===== config.mk =====
export PLATFORM = sky130hd
export DESIGN_NAME = eth_tx_feeder
export DESIGN_NICKNAME = d
export VERILOG_FILES = /design/src/rtl/eth_tx_feeder.sv
export SDC_FILE = /design/constraint.sdc
export NUM_CORES = 1
export LEC_CHECK = 0
export ABC_AREA = 1
export CORE_MARGIN = 2
export CORE_UTILIZATION = 52
export CTS_CLUSTER_DIAMETER = 50
export DETAILED_ROUTE_END_ITERATION = 10
export PLACE_DENSITY = 0.8
export SLEW_MARGIN = 10
export SYNTH_ARGS = -nofsm -noshare
export SYNTH_HDL_FRONTEND = slang
export SYNTH_SLANG_ARGS = --single-unit

===== constraint.sdc =====
create_clock -name mii_tx_clk -period 2.1 [get_ports mii_tx_clk]
set_clock_uncertainty 0.2 [all_clocks]
set_input_delay 0.21 -clock mii_tx_clk [delete_from_list [all_inputs] [get_ports mii_tx_clk]]
set_output_delay 0.21 -clock mii_tx_clk [all_outputs]
set_load 0.05 [all_outputs]

===== src/rtl/eth_tx_feeder.sv =====
// eth_tx_feeder: splits payload bytes into low/high nibbles for the MII transmit FIFO, then starts the MAC sender and holds the inter-frame gap.
// Define ETH_TX_PAD_EN to zero-pad short frames to MIN_BYTES.
module eth_tx_feeder #(
`ifdef ETH_TX_PAD_EN
    parameter int MIN_BYTES  = 46,
`endif
    parameter int MAX_BYTES  = 1500,
    parameter int IFG_CYCLES = 24
) (
    input  logic        mii_tx_clk,
    input  logic        rst_n,
    input  logic        pkt_valid,
    input  logic [7:0]  pkt_data,
    input  logic        pkt_last,
    input  logic [15:0] pkt_type,
    output logic        pkt_ready,
    output logic        fifo_wrreq,
    output logic [3:0]  fifo_wrdata,
    input  logic        fifo_wrfull,
    output logic        tx_go,
    output logic [11:0] data_length,
    output logic [15:0] type_length,
    input  logic        send_done,
    output logic        busy,
    output logic        ovf_err
);
    localparam logic [2:0] IDLE      = 3'd0;
    localparam logic [2:0] LOAD_HI   = 3'd1;
    localparam logic [2:0] LOAD_LO   = 3'd2;
`ifdef ETH_TX_PAD_EN
    localparam logic [2:0] PAD_LO    = 3'd3;
    localparam logic [2:0] PAD_HI    = 3'd4;
`endif
    localparam logic [2:0] GO        = 3'd5;
    localparam logic [2:0] WAIT_DONE = 3'd6;
    localparam logic [2:0] GAP       = 3'd7;
    localparam int GW = $clog2(IFG_CYCLES + 1);
    localparam logic [10:0] MAX_CNT = 11'(MAX_BYTES);

    logic [2:0]    state;
    logic [10:0]   byte_cnt;
    logic [10:0]   cnt_inc;
    logic [3:0]    hi_nib;
    logic [15:0]   type_q;
    logic [GW-1:0] gap_cnt;
    logic          last_q;
    logic          ovf;
    logic          sd_q;
    logic          first_wait;
    logic          accept;
    logic          at_max;
    logic [2:0]    eof_state;

    assign pkt_ready = rst_n && (state == IDLE || state == LOAD_LO) && !fifo_wrfull;
    assign busy      = state != IDLE;
    assign accept    = pkt_valid && pkt_ready;
    assign at_max    = state == LOAD_LO && byte_cnt == MAX_CNT;
    assign cnt_inc   = byte_cnt + 11'd1;
`ifdef ETH_TX_PAD_EN
    assign eof_state = cnt_inc < 11'(MIN_BYTES) ? PAD_LO : GO;
`else
    assign eof_state = GO;
`endif

    always_ff @(posedge mii_tx_clk or negedge rst_n) begin
        if (!rst_n) begin
            state       <= IDLE;
            byte_cnt    <= '0;
            hi_nib      <= '0;
            type_q      <= '0;
            gap_cnt     <= '0;
            last_q      <= 1'b0;
            ovf         <= 1'b0;
            sd_q        <= 1'b0;
            first_wait  <= 1'b0;
            fifo_wrreq  <= 1'b0;
            fifo_wrdata <= '0;
            tx_go       <= 1'b0;
            data_length <= '0;
            type_length <= '0;
            ovf_err     <= 1'b0;
        end else begin
            fifo_wrreq <= 1'b0;
            tx_go      <= 1'b0;
            ovf_err    <= 1'b0;
            sd_q       <= send_done;
            case (state)
                IDLE, LOAD_LO: begin
                    if (accept) begin
                        if (state == IDLE) begin
                            type_q   <= pkt_type;
                            byte_cnt <= '0;
                            ovf      <= 1'b0;
                        end
                        // bytes past MAX_BYTES are swallowed so the user stream never stalls
                        if (at_max) begin
                            ovf <= 1'b1;
                            if (pkt_last)
                                state <= GO;
                        end else begin
                            fifo_wrreq  <= 1'b1;
                            fifo_wrdata <= pkt_data[3:0];
                            hi_nib      <= pkt_data[7:4];
                            last_q      <= pkt_last;
                            state       <= LOAD_HI;
                        end
                    end
                end
                LOAD_HI: begin
                    if (!fifo_wrfull) begin
                        fifo_wrreq  <= 1'b1;
                        fifo_wrdata <= hi_nib;
                        byte_cnt    <= cnt_inc;
                        state       <= last_q ? eof_state : LOAD_LO;
                    end
                end
`ifdef ETH_TX_PAD_EN
                PAD_LO: begin
                    if (!fifo_wrfull) begin
                        fifo_wrreq  <= 1'b1;
                        fifo_wrdata <= 4'h0;
                        state       <= PAD_HI;
                    end
                end
                PAD_HI: begin
                    if (!fifo_wrfull) begin
                        fifo_wrreq  <= 1'b1;
                        fifo_wrdata <= 4'h0;
                        byte_cnt    <= cnt_inc;
                        state       <= eof_state;
                    end
                end
`endif
                GO: begin
                    tx_go       <= 1'b1;
                    data_length <= {byte_cnt, 1'b0};
                    type_length <= type_q;
                    ovf_err     <= ovf;
                    first_wait  <= 1'b1;
                    state       <= WAIT_DONE;
                end
                WAIT_DONE: begin
                    first_wait <= 1'b0;
                    if (!first_wait && send_done && !sd_q) begin
                        gap_cnt <= GW'(IFG_CYCLES);
                        state   <= GAP;
                    end
                end
                GAP: begin
                    gap_cnt <= gap_cnt - GW'(1);
                    if (gap_cnt == GW'(1))
                        state <= IDLE;
                end
                default: state <= IDLE;
            endcase
        end
    end
endmodule


**Word-level counts from Yosys, hierarchy flattened**

Cells that the tools add are included.

- $add $sub $neg: 2
- Eq/ne operators: 14
- Muxes and demuxes: 27
- Bitwise operators: 1
- Reduce and logical (&&, ||, !) cells: 24

Operators by type and width:

| operator | count |
|---|---|
| 2-to-1 mux 11 bit | 3 |
| case mux 11 bit (2 select lines) | 1 |
| 2-to-1 mux 3 bit | 7 |
| case mux 3 bit (5 select lines) | 1 |
| 2-to-1 mux 4 bit | 3 |
| != test 2 bit (second input constant) | 6 |
| adder 11 x 1 -> 11 bit (second input constant) | 1 |
| == test 11 bit (second input constant) | 1 |
| case mux 5 bit (2 select lines) | 1 |
| == test 3 bit (second input constant) | 3 |
| AND reduction 3 bit | 3 |
| case mux 4 bit (2 select lines) | 1 |
| AND reduction 4 bit | 2 |
| nonzero test 2 bit | 4 |
| 2-to-1 mux 1 bit | 7 |
| logical AND 1 bit | 6 |
| == test 5 x 1 -> 1 bit (second input constant) | 1 |
| 2-to-1 mux 5 bit | 1 |
| AND reduction 5 bit | 1 |
| subtractor 5 x 1 -> 5 bit (second input constant) | 1 |
| case mux 1 bit (2 select lines) | 2 |
| == test 3 x 1 -> 1 bit (second input constant) | 1 |
| == test 3 x 2 -> 1 bit (second input constant) | 1 |
| logical NOT 1 bit | 3 |
| 7 further kinds | 7 |

- Register bits: 77
- Output and inout bits: 37
- Word-level logic and storage cells: 83

**Depth between registers and ports, before layout**

Gate-level depths: netlist (run 1).

- Depth in word-level cells: 7
- Mapped depth: 11
- Gate-level depth less buffers: 11

**Least setup slack after synthesis (run 1)**

Ideal clock, no wire load.

- Path type: register -> register
- Start point: reg state[2]
- End point: reg ovf
- Library setup time: 0.125 ns
- Arrival: 1.440 ns
- Required time: 1.775 ns
- Path slack: 0.335 ns
- Cell stages (with the launch flop): 6
- Buffers on the path: 1
- Clock period less this slack: 1.765 ns
- Cell sequence: dfrtp_1 > nor2_4 > nand2_1 > nor2_4 > buf_4 > o22ai_1

- Longest elaborated chain between the ends: 6
- Elaborated cells on any way between the ends: 11
- Those cells by class: eq/ne (1); mux (1); reduce/logical (9)

RTL lines:

| item | line | RTL |
|---|---|---|
| start, declared | 40 | `logic [2:0] state;` |
| start signal, assigned | 114 | `state <= last_q ? eof_state : LOAD_LO;` |
| == test 3 x 2 -> 1 bit or logical NOT 3 bit (tied branches) | n/a |  |
| logical OR 1 bit | 54 | `assign pkt_ready = rst_n && (state == IDLE \|\| state == LOAD_LO) && !fifo_wrfull;` |
| logical AND 1 bit (2 in series) | 54 |  |
| logical AND 1 bit | 56 | `assign accept = pkt_valid && pkt_ready;` |
| AND reduction 3 bit (no line) | n/a |  |
| end signal, assigned | 73 | `ovf <= 1'b0;` |
| end signal, assigned | 93 | `ovf <= 1'b0;` |
| end signal, assigned | 97 | `ovf <= 1'b1;` |
| end, declared | 47 | `logic ovf;` |

Parallel ways exist; a longest one is shown, timed or not.
A chain may end at the register's enable or synchronous reset.

**Final worst setup path (run 1)**

- Start point: reg data_length[3]
- End point: out data_length[3]

RTL lines:

| item | line | RTL |
|---|---|---|
| start, declared | 21 | `output logic [11:0] data_length,` |
| start signal, assigned | 136 | `data_length <= {byte_cnt, 1'b0};` |

No word-level cell between the ends.

==> impl_metrics.env, run 1 <==
export IMPL_outcome="completed"
export IMPL_io_buffers=65
export IMPL_ys_types=31
export IMPL_synth_commonest_cells="nand2_1 (105), dfrtp_1 (77), inv_1 (46), o21ai_0 (46), nand3_1 (23)"
export IMPL_crit_path_top_delay_cell="clkdlybuf4s50_1"
export IMPL_drt_iter0_markers=168
export IMPL_drive_gt1_frac=0.1027
export IMPL_cp_arrival_ns=1.54
export IMPL_syn_inst=405
export IMPL_setup_violations=0
export IMPL_post_drt_wl_per_cell_um=13.16
export IMPL_crit_start="data_length[3]"
export IMPL_synth_top_area_frac=0.5486
export IMPL_synthXorXnorAreaFrac=0
export IMPL_postLayoutCoreUtil=0.6887
export IMPL_period_minus_slack_ns=1.949
export IMPL_grt_pass1_wl_um=12600
export IMPL_gp_congestion=0.8688
export IMPL_start_util=0.5438
export IMPL_clk_latency_ns=0.34
export IMPL_overflow=0
export IMPL_cts_buffers_inserted=9
export IMPL_cts_tree="yes"
export IMPL_ys_top_cells_by_area="dfrtp_1 (55%), nand2_1 (11%), o21ai_0 (6.6%)"
export IMPL_syn_num_nets=439
export IMPL_endpoint="data_length[3]"
export IMPL_n_antenna_cell=0
export IMPL_syn_to_final_growth_pct=26.65
export IMPL_firstDrtPassIters=4
export IMPL_critPathCaptureType="primary output"
export IMPL_fin_crit_sh=0.9280
export IMPL_reg2regPathDepth=11
export IMPL_post_place_ws_ns=0.1681
export IMPL_worstMarginPinSlew_ns=0.5767
export IMPL_leakage_uw=0.002074
export IMPL_ys_seq_area_frac=0.5486
export IMPL_grt_pass1_vias=2746
export IMPL_rows=29
export IMPL_synth_compound_area_frac=0.1229
export IMPL_postCtsSetupBuffers=0
export IMPL_synth_edf_count=0
export IMPL_rsz0062_at_grt="false"
export IMPL_relSlewSlack=0.6155
export IMPL_synth_ff_type="dfrtp_1"
export IMPL_slowest_delay_ns=0.82
export IMPL_max_cap_violations=0
export IMPL_clockBufferDepth=2
export IMPL_critPathTopFamily="buffers and inverters"
export IMPL_syn_area_per_cell_um2=8.672
export IMPL_maxSlewViolCount=0
export IMPL_synthAdderAreaFrac=0.01425
export IMPL_fin_nets=506
export IMPL_yosysTopAreaCell="dfrtp_1"
export IMPL_startpoint_type="flop"
export IMPL_synthSimpleGateAreaFrac=0.2309
export IMPL_yosys_cell_count_top_type="nand2_1"
export IMPL_cts_htree_levels=3
export IMPL_fillers=518
export IMPL_synthArstFlopShare=1.000
export IMPL_worstReg2RegEnd="fifo_wrdata[2]"
export IMPL_hold_class="in2async"
export IMPL_r2r_start="byte_cnt[0]"
export IMPL_worstPathRequired_ns=1.69
export IMPL_finalWirelength_um=7292
export IMPL_worst_path_stages=1
export IMPL_route_detailed_drc=0
export IMPL_synth_warnings=0
export IMPL_crit_type="reg2out"
export IMPL_crit_buf_inv=1
export IMPL_ff2ff_setup_slack_ns=0.29
export IMPL_synth_top_family_by_area="simple AND/OR/NAND/NOR gates"
export IMPL_io_pins=67
export IMPL_synth_area_mm2=0.003512
export IMPL_die_h_um=86.19
export IMPL_die_x_um=86.19
export IMPL_timing_fmax_mhz=513.1
export IMPL_cts_sinks=77
export IMPL_vias_per_cell=5.119
export IMPL_drt_antenna_violating_nets=0
export IMPL_setup_ws_ns=0.1511
export IMPL_num_vias=2836
export IMPL_ys_ff_latch=77
export IMPL_grt_usage=0.2158
export IMPL_antenna_found_initial=0
export IMPL_die_area_mm2=0.007428
export IMPL_crit_path_cell_trace="clkdlybuf4s50_1"
export IMPL_fin_setup_tns_ns=0
export IMPL_finalHoldViolCount=0
export IMPL_vdd_drop_max_uv=918.3
export IMPL_clk_pin_slew_ns=0.08
export IMPL_path_max_fanout=2
export IMPL_dp_final_hpwl_um=5295
export IMPL_grt_max_degree=48
export IMPL_cts_root_buf="clkbuf_8"
export IMPL_core_area_mm2=0.006459
export IMPL_synthMuxAreaShare=0
export IMPL_powerDensity_mw_per_mm2=1444
state kept, by name (all words and copies together), names as in the netlist:
signal and count:
byte_cnt 11, data_length 11, fifo_wrdata 4, fifo_wrreq 1, first_wait 1, gap_cnt 5
hi_nib 4, last_q 1, ovf 1, ovf_err 1, sd_q 1, state 3
tx_go 1, type_length 16, type_q 16
final cells by class:
cell class,instances,area (µm²),share of cell area
Sequential cell,77,1927,0.4332
Multi-Input combinational cell,262,1301,0.2925
Timing Repair Buffer,70,720.7,0.1620
Inverter,52,195.2,0.04388
Clock buffer,12,135.1,0.03038
Tap cell,77,96.34,0.02166
Clock inverter,4,72.57,0.01632
worst min path at each step:
stage	endpoint	slack (ns)	from
CTS	type_length[8]	0.05	rst_n
global route	type_length[8]	0.06	rst_n
detailed placement	type_length[8]	-0.13	rst_n
finish	type_length[15]	0.06	rst_n
floorplan	byte_cnt[0]	-0.29	rst_n
global placement	type_length[8]	-0.13	rst_n
report_power, final:
group | internal, µW | leakage (µW) | total (µW) | switching (µW)
Combinational | 954 | 0.000996 | 2930 | 1980
Sequential | 2020 | 0.000978 | 2320 | 297
Clock | 669 | 0.000101 | 1170 | 503
stage by stage:
stage / hold WS, ns / total power [µW] / cell area [µm²] / std cells
after floorplan: -0.2856 / 4376 / 3512 / 405
after global placement: -0.1308 / 5205 / 4230 / 537
after detailed placement: -0.1277 / 5288 / 4230 / 537
after CTS: 0.05050 / 6472 / 4448 / 554
after global routing: 0.05905 / 6835 / 4448 / 554
final: 0.05763 / 6421 / 4448 / 554
kinds of logic (layout without fill, tap and decap cells):
family / count (synthesis) / in the layout
buffers and inverters: 66 / 138
other: 1 / 1
adder cells (fa/ha/maj): 4 / 4
AND/OR/NAND/NOR: 177 / 177
flip-flops: 77 / 77
AO/OA/AOI/OAI: 80 / 80
timing repair:
item / in CTS / in global routing
gates resized for setup: 0 / 0
hold endpoints to repair: 77 / 0
hold buffers: 1 / 0
per-layer routing:
metal	up-vias	share of wire	GRT usage
met4	0	0.0089	0.09517
li1	1423	-	-
met2	104	0.45	0.3221
met3	6	0.081	0.05238
met1	1303	0.46	0.3033
met5	-	0	0
placed cells by master (no fill, tap or decap), types with 4 or more instances in the layout:
cell / instances
clkbuf_8: 9
inv_1: 46
nor2_4: 5
nand2_1: 105
clkdlybuf4s50_1: 62
o21ai_0: 46
a21oi_2: 5
nand3_1: 22
inv_2: 5
o21ai_1: 17
dfrtp_1: 77
ha_1: 4
nand4_1: 5
nor2_1: 22
buf_4: 4
nand2_2: 4
a21oi_1: 7
(Power assumes the default switching activity.)
==> run 2: changes to the inputs <==
--- a/config.mk
+++ b/config.mk
@@ -6,7 +6,6 @@
 export NUM_CORES = 1
 export LEC_CHECK = 0
 export ABC_AREA = 1
-export CORE_MARGIN = 2
 export CORE_UTILIZATION = 52
 export CTS_CLUSTER_DIAMETER = 50
 export DETAILED_ROUTE_END_ITERATION = 10
==> run 2 against run 1 <==
Effect of this change: worst setup slack got worse by 0.035 ns; largest power group unchanged; sequential share of layout area is 0.11 points lower; maximum frequency is 1.8% lower; the flow now finishes with violations (DRC); register-to-register slack is essentially flat; worst hold slack improved by 0.023 ns; critical endpoint is now fifo_wrdata[0]; power up 2.2%; global-route usage grew 2.2 points; die area fell by 4.6%; non-clock buffer count stayed put; critical path depth unchanged; clock-buffer cell count fell by 2; cell count unchanged.
==> impl_metrics.env, run 2 (synthesized netlist as in run 1, its figures left out) <==
export IMPL_fin_setup_tns_ns=0
export IMPL_core_area_mm2=0.006422
export IMPL_firstDrtPassIters=8
export IMPL_largest_registers="type_length: 16 flops, type_q: 16 flops"
export IMPL_critPathCaptureType="primary output"
export IMPL_cts_htree_levels=3
export IMPL_postCtsSetupBuffers=0
export IMPL_grt_pass1_wl_um=13080
export IMPL_start_util=0.5469
export IMPL_die_h_um=84.19
export IMPL_maxSlewViolCount=0
export IMPL_cts_tree="yes"
export IMPL_r2r_start="byte_cnt[0]"
export IMPL_dr_wl_met3_um=488
export IMPL_setup_violations=0
export IMPL_topRoutingLayerUsed="met4"
export IMPL_overflow=0
export IMPL_hold_buffers=1
export IMPL_worstReg2RegEnd="fifo_wrdata[0]"
export IMPL_drt_antenna_violating_nets=0
export IMPL_final_cell_mix="nand2_1 (105), dfrtp_1 (77), clkdlybuf4s50_1 (62)"
export IMPL_crit_path_cell_trace="clkdlybuf4s50_1"
export IMPL_max_cap_violations=0
export IMPL_mostFrequentLayoutCell="nand2_1"
export IMPL_fin_nets=506
export IMPL_path_max_fanout=2
export IMPL_n_antenna_cell=0
export IMPL_hold_class="in2async"
export IMPL_endpoint="fifo_wrdata[0]"
export IMPL_grt_usage=0.2377
export IMPL_dp_cells=537
export IMPL_clk_pin_slew_ns=0.08
export IMPL_post_place_ws_ns=0.1620
export IMPL_finalHoldViolCount=0
export IMPL_startpoint_type="flop"
export IMPL_io_buffers=65
export IMPL_cts_buffers_inserted=9
export IMPL_crit_start="fifo_wrdata[0]"
export IMPL_syn_to_final_growth_pct=26.97
export IMPL_rsz0062_at_grt="false"
export IMPL_cts_sinks=77
export IMPL_violations="DRC"
export IMPL_crit_type="reg2out"
export IMPL_cts_root_buf="clkbuf_8"
export IMPL_worst_path_stages=1
export IMPL_num_vias=2874
export IMPL_ff2ff_setup_slack_ns=0.29
export IMPL_crit_path_top_delay_cell="clkdlybuf4s50_1"
export IMPL_reg2regPathDepth=11
export IMPL_worstPathRequired_ns=1.69
export IMPL_clk_latency_ns=0.35
export IMPL_setup_ws_ns=0.1162
export IMPL_rows=29
export IMPL_critPathTopFamily="buffers and inverters"
export IMPL_grt_max_degree=70
export IMPL_grt_pass1_vias=2855
export IMPL_period_minus_slack_ns=1.984
export IMPL_finalWirelength_um=7531
export IMPL_post_cts_resized=0
export IMPL_die_x_um=84.19
export IMPL_die_area_mm2=0.007087
export IMPL_drive_gt1_frac=0.1090
export IMPL_gp_congestion=0.8850
export IMPL_holdWs_ns=0.08099
export IMPL_powerDensity_mw_per_mm2=1471
export IMPL_crit_buf_inv=1
export IMPL_post_drt_wl_per_cell_um=13.59
export IMPL_antenna_found_initial=0
export IMPL_dp_final_hpwl_um=5334
export IMPL_route_detailed_drc=14
export IMPL_worstMarginPinSlew_ns=0.8510
export IMPL_timing_fmax_mhz=504.1
export IMPL_drt_met1_wl_um=3508
export IMPL_relSlewSlack=0.4327
export IMPL_cp_arrival_ns=1.57
export IMPL_slowest_delay_ns=0.84
export IMPL_layout_cells_non_filler=554
export IMPL_fin_crit_sh=0.9447
export IMPL_outcome="complete, but fails checks"
export IMPL_io_pins=67
export IMPL_clockBufferDepth=2
export IMPL_postLayoutCoreUtil=0.6943
export IMPL_vias_per_cell=5.188
export IMPL_drt_iter0_markers=247
export IMPL_vdd_drop_max_uv=894.4
export IMPL_wl_met2_um=3420
export IMPL_leakage_uw=0.002080
run 2: cell types whose count changed in the layout (fill, tap and decap cells not counted):
cell,delta
buf_12,-1
buf_4,+1
clkbuf_1,-3
clkbuf_8,+1
clkinv_2,-1
clkinv_4,+1
inv_6,+2
run 2: power breakdown:
group / switching [µW] / leakage, µW / internal, µW / total (µW)
Clock: 569 / 0.000113 / 712 / 1280
Sequential: 310 / 0.000978 / 2020 / 2330
Combinational: 2010 / 0.000989 / 946 / 2960
run 2: cell type report:
| cell class | count | area, µm² |
|---|---|---|
| clock buffers | 10 | 137.6 |
| clock inverters | 6 | 93.84 |
| fillers | 517 | 1963 |
| inverters | 52 | 195.2 |
| multi-input cells | 262 | 1301 |
| flip-flops and latches | 77 | 1927 |
| well taps | 77 | 96.34 |
| repair buffers | 70 | 708.2 |
run 2: worst min-delay path by stage:
stage	from	to	slack (ns)	cells past startpoint
finish	rst_n	hi_nib[1]	0.08	2
CTS	rst_n	hi_nib[1]	0.07	2
global placement	rst_n	hi_nib[2]	-0.15	1
floorplan	rst_n	byte_cnt[0]	-0.29	0
global route	rst_n	hi_nib[1]	0.08	2
detailed placement	rst_n	hi_nib[2]	-0.15	1
run 2: routing by layer:
layer / global-route usage / vias up
li1: - / 1423
met2: 0.3763 / 99
met5: 0 / -
met3: 0.05113 / 14
met1: 0.3201 / 1338
met4: 0.1019 / 0
run 2: through the flow:
stage,power [µW],area [µm²]
6_report,6562,4459
5_1_grt,6957,4459
4_1_cts,6586,4459
3_5_place_dp,5297,4218
3_3_place_gp,5187,4218
2_1_floorplan,4376,3512
==> run 3: changes to the inputs <==
--- a/config.mk
+++ b/config.mk
@@ -9,6 +9,7 @@
 export CORE_UTILIZATION = 52
 export CTS_CLUSTER_DIAMETER = 50
 export DETAILED_ROUTE_END_ITERATION = 10
+export GPL_ROUTABILITY_DRIVEN = 0
 export PLACE_DENSITY = 0.8
 export SLEW_MARGIN = 10
 export SYNTH_ARGS = -nofsm -noshare
==> run 3 against run 2 <==
Effect of this change: the run still ends with DRC left; non-clock buffer count down 1; critical path depth unchanged; worst hold slack worse by 0.013 ns; sequential share of layout area up 0.16 points; sequential power about the same; combinational power about the same; critical endpoint unchanged.
==> impl_metrics.env, run 3 (synthesized netlist as in run 1, its figures left out) <==
export IMPL_grt_pass1_wl_um=12830
export IMPL_worstPathRequired_ns=1.69
export IMPL_crit_type="reg2out"
export IMPL_clockBufferDepth=2
export IMPL_clk_pin_slew_ns=0.08
export IMPL_post_place_ws_ns=0.1494
export IMPL_cts_sinks=77
export IMPL_largest_registers="type_length: 16 flops, type_q: 16 flops"
export IMPL_cts_htree_levels=3
export IMPL_route_detailed_drc=14
export IMPL_multi_input_area_mm2=0.001301
export IMPL_seq_area_mm2=0.001927
export IMPL_crit_buf_inv=1
export IMPL_period_minus_slack_ns=1.964
export IMPL_overflow=0
export IMPL_cp_arrival_ns=1.55
export IMPL_die_h_um=84.19
export IMPL_rsz0062_at_grt="false"
export IMPL_worstMarginPinSlew_ns=0.8540
export IMPL_grt_pass1_vias=2762
export IMPL_startpoint_type="flop"
export IMPL_fin_nets=505
export IMPL_syn_to_final_growth_pct=26.51
export IMPL_cts_buffers_inserted=9
export IMPL_rows=29
export IMPL_postLayoutCoreUtil=0.6918
export IMPL_finalHoldViolCount=0
export IMPL_outcome="complete, but fails checks"
export IMPL_fin_crit_sh=0.9353
export IMPL_die_x_um=84.19
export IMPL_critPathCaptureType="primary output"
export IMPL_cts_root_buf="clkbuf_8"
export IMPL_setup_violations=0
export IMPL_die_area_mm2=0.007087
export IMPL_grt_max_degree=70
export IMPL_switching_power_uw=2886
export IMPL_relSlewSlack=0.4307
export IMPL_vias_per_cell=5.235
export IMPL_grt_usage=0.2326
export IMPL_clk_latency_ns=0.36
export IMPL_path_max_fanout=2
export IMPL_fillers=490
export IMPL_io_buffers=65
export IMPL_final_cell_mix="nand2_1 (105), dfrtp_1 (77), clkdlybuf4s50_1 (62)"
export IMPL_max_cap_violations=0
export IMPL_drt_antenna_violating_nets=0
export IMPL_drt_iter0_markers=230
export IMPL_slowest_delay_ns=0.81
export IMPL_swShare=0.4427
export IMPL_hold_class="in2async"
export IMPL_firstDrtPassIters=8
export IMPL_powerDensity_mw_per_mm2=1467
export IMPL_clkPwrFrac=0.193
export IMPL_n_antenna_cell=0
export IMPL_seqPwrFrac=0.358
export IMPL_internal_power_uw=3633
export IMPL_violations="DRC"
export IMPL_drive_gt1_frac=0.1071
export IMPL_crit_path_top_delay_cell="clkdlybuf4s50_1"
export IMPL_num_vias=2895
export IMPL_setup_ws_ns=0.1358
export IMPL_critPathTopFamily="buffers and inverters"
export IMPL_cts_tree="yes"
export IMPL_timing_fmax_mhz=509.1
export IMPL_finalWirelength_um=7506
export IMPL_vdd_drop_max_uv=1043
export IMPL_postCtsSetupBuffers=0
export IMPL_post_drt_wl_per_cell_um=13.57
export IMPL_mostFrequentLayoutCell="nand2_1"
export IMPL_io_pins=67
export IMPL_maxSlewViolCount=0
export IMPL_start_util=0.5469
export IMPL_antenna_found_initial=0
export IMPL_dp_final_hpwl_um=5155
export IMPL_crit_path_cell_trace="clkdlybuf4s50_1"
export IMPL_fin_setup_tns_ns=0
export IMPL_core_area_mm2=0.006422
export IMPL_combPwrFrac=0.449
export IMPL_leakage_uw=0.002072
[run 3: layer usage]
layer  GRT usage  routed length [µm]
met1      0.3218                3531
met2      0.3510                3410
met3     0.05801                 420
met4      0.1034                 144
met5           0                   0
[run 3: repair_timing]
action                                 in CTS  in global routing
hold buffers                                1                  0
endpoints found under the hold margin       8                  0
resized for setup                           0                  0
[run 3: path summary, 6_finish.rpt]
kind / startpoint / end / slack (ns) / depth (start not counted)
max in group asynchronous: rst_n / data_length[2] / 0.56 / 3
hold / removal: rst_n / hi_nib[2] / 0.07 / 2
setup reg to reg: byte_cnt[0] / fifo_wrdata[3] / 0.29 / 11
min in group mii_tx_clk: send_done / sd_q / 0.12 / 1
hold reg to reg: data_length[10] / data_length[10] / 0.29 / 2
setup / recovery: fifo_wrdata[0] / fifo_wrdata[0] / 0.14 / 1
[run 3: final cells by class]
cell class                 count  area share
tap                           77     0.02168
multi-input combinational    262      0.2929
inverter                      52     0.04393
timing repair buffer          69      0.1577
sequential                    77      0.4337
clock buffer                   9     0.02788
clock inverter                 7     0.02225
[run 3: worst register-to-register path, delay by kind of cell, from the launching register on]
| kind | cells | cell delay (ns) |
|---|---|---|
| adder cells (fa/ha/maj) | 1 | 0.14 |
| buffers and inverters | 2 | 0.16 |
| flip-flops | 1 | 0.45 |
| AND/OR/NAND/NOR | 8 | 0.74 |
[run 3: stage by stage]
step | power (µW) | instances | hold WS (ns) | area, µm²
finish | 6518 | 553 | 0.06849 | 4443
global placement | 5172 | 536 | -0.1463 | 4210
detailed placement | 5269 | 536 | -0.1493 | 4210
global route | 6904 | 553 | 0.05690 | 4443
CTS | 6534 | 553 | 0.05671 | 4443
floorplan | 4376 | 405 | -0.2856 | 3512
[run 3: power by group through the flow]
stage                     combinational, µW  sequential [µW]  clock, µW
after global routing                   3170             2390       1340
after global placement                 2860             2310          0
after floorplan                        1280             3100          0
after CTS                              2940             2330       1270
after detailed placement               2930             2340          0
final                                  2930             2330       1260
==> variant (flow settings as in run 1) <==
Set the parameter `IFG_CYCLES` to 48 (it was 24).
--- a/src/rtl/eth_tx_feeder.sv
+++ b/src/rtl/eth_tx_feeder.sv
@@ -5,7 +5,7 @@
     parameter int MIN_BYTES  = 46,
 `endif
     parameter int MAX_BYTES  = 1500,
-    parameter int IFG_CYCLES = 24
+    parameter int IFG_CYCLES = 48
 ) (
     input  logic        mii_tx_clk,
     input  logic        rst_n,
Function: same outputs for any inputs over 10 cycles, from zero or initial values and one cycle with rst_n low; that may be too few to reach the edited logic, so the function may still have changed.
==> variant against run 1 <==
  * Sequential cell count up 1
  * Via count grew 4.6%
  * Non-clock buffer count is 3 higher
  * Power is 6.5% lower
  * Critical path depth rose by 5
  * Count of clock-buffer cells in the layout is 2 lower
  * Design area about the same
  * Setup slack got worse by 21 ps
  * Wire length grew 5.7%
  * Fmax fell by 1.1%
  * Synthesized area fell by 0.21%
  * Synthesized cell count up 5.7%
  * Critical endpoint is now pkt_ready
  * Highest routed layer unchanged
==> variant: results <==
export IMPL_synth_compound_area_share_pct=3.963
export IMPL_multi_input_area_share_pct=30.59
export IMPL_fin_cells=578
export IMPL_outcome="finished, final reports clean"
export IMPL_nNonClkBuffers=73
export IMPL_synthXorXnorAreaFrac_pct=0.2499
export IMPL_fin_util_pct=69.30
export IMPL_post_drt_wl_per_cell_um=13.33
export IMPL_cpMaxStageDelayCell="dfrtp_1"
export IMPL_crit_path_end="pkt_ready"
export IMPL_nFillCells=532
export IMPL_viasPerCell=5.133
export IMPL_reg2reg_depth=8
export IMPL_buffer_area_share_pct=16.14
export IMPL_post_place_ws_ps=89.72
export IMPL_cp_slowest_stage_delay_ps=450
export IMPL_place_congestion=0.8831
export IMPL_nNonClkInverters=32
export IMPL_dp_cells=562
export IMPL_synth_distinct_cells=27
export IMPL_grt_pass1_vias=2844
export IMPL_seq_area_frac_synth_pct=55.69
export IMPL_synth_fp_nets=462
export IMPL_nNetsFinal=531
export IMPL_worst_pin_slew_ps=953.2
export IMPL_grt_max_degree=79
export IMPL_drive_gt1_share_pct=7.186
export IMPL_switchingPower_mw=2.577
export IMPL_drtIter0Drc=236
export IMPL_placed_cell_area_um2=4228
export IMPL_crit_fanout=5
export IMPL_worstPathArrival_ps=1560
export IMPL_cp_startpoint="state[2]"
export IMPL_r2r_slack_ps=140
export IMPL_ir_drop_uv=823.8
export IMPL_syn_inst=428
export IMPL_post_dp_hpwl_mm=5.365
export IMPL_timing_rr_start="state[2]"
export IMPL_multi_input_gates=303
export IMPL_synth_commonest_cells="180 x nand2_1, 78 x dfrtp_1, 54 x nand3_1, 26 x inv_1, 20 x o21ai_0"
==> variant: changes by cell type in the layout (fill, tap and decap cells not counted), sizes merged, moves of 3 or more <==
cell and change:
a21oi -11, buf +3, clkinv +3, inv -21
nand2 +71, nand3 +31, nor2 -11, o21ai -44
==> variant: layer usage <==
metal / GRT usage, % / vias to the layer above / share of wire [%]
li1: - / 1496 / -
met1: 30.71 / 1384 / 46
met2: 35.45 / 77 / 48
met3: 4.042 / 10 / 4.2
met4: 10.25 / 0 / 1.4
met5: 0 / - / 0
==> variant: critical path: cells and delay by family (launching register included) <==
| family | cells | cell delay [ps] |
|---|---|---|
| buffers and inverters | 2 | 240 |
| flip-flops | 1 | 450 |
| AND/OR/NAND/NOR | 4 | 520 |
==> variant: repair_timing <==
action,in CTS,in global routing
hold buffers,1,0
resized for setup,0,3
setup endpoints to repair,0,16
hold endpoints to repair,78,0
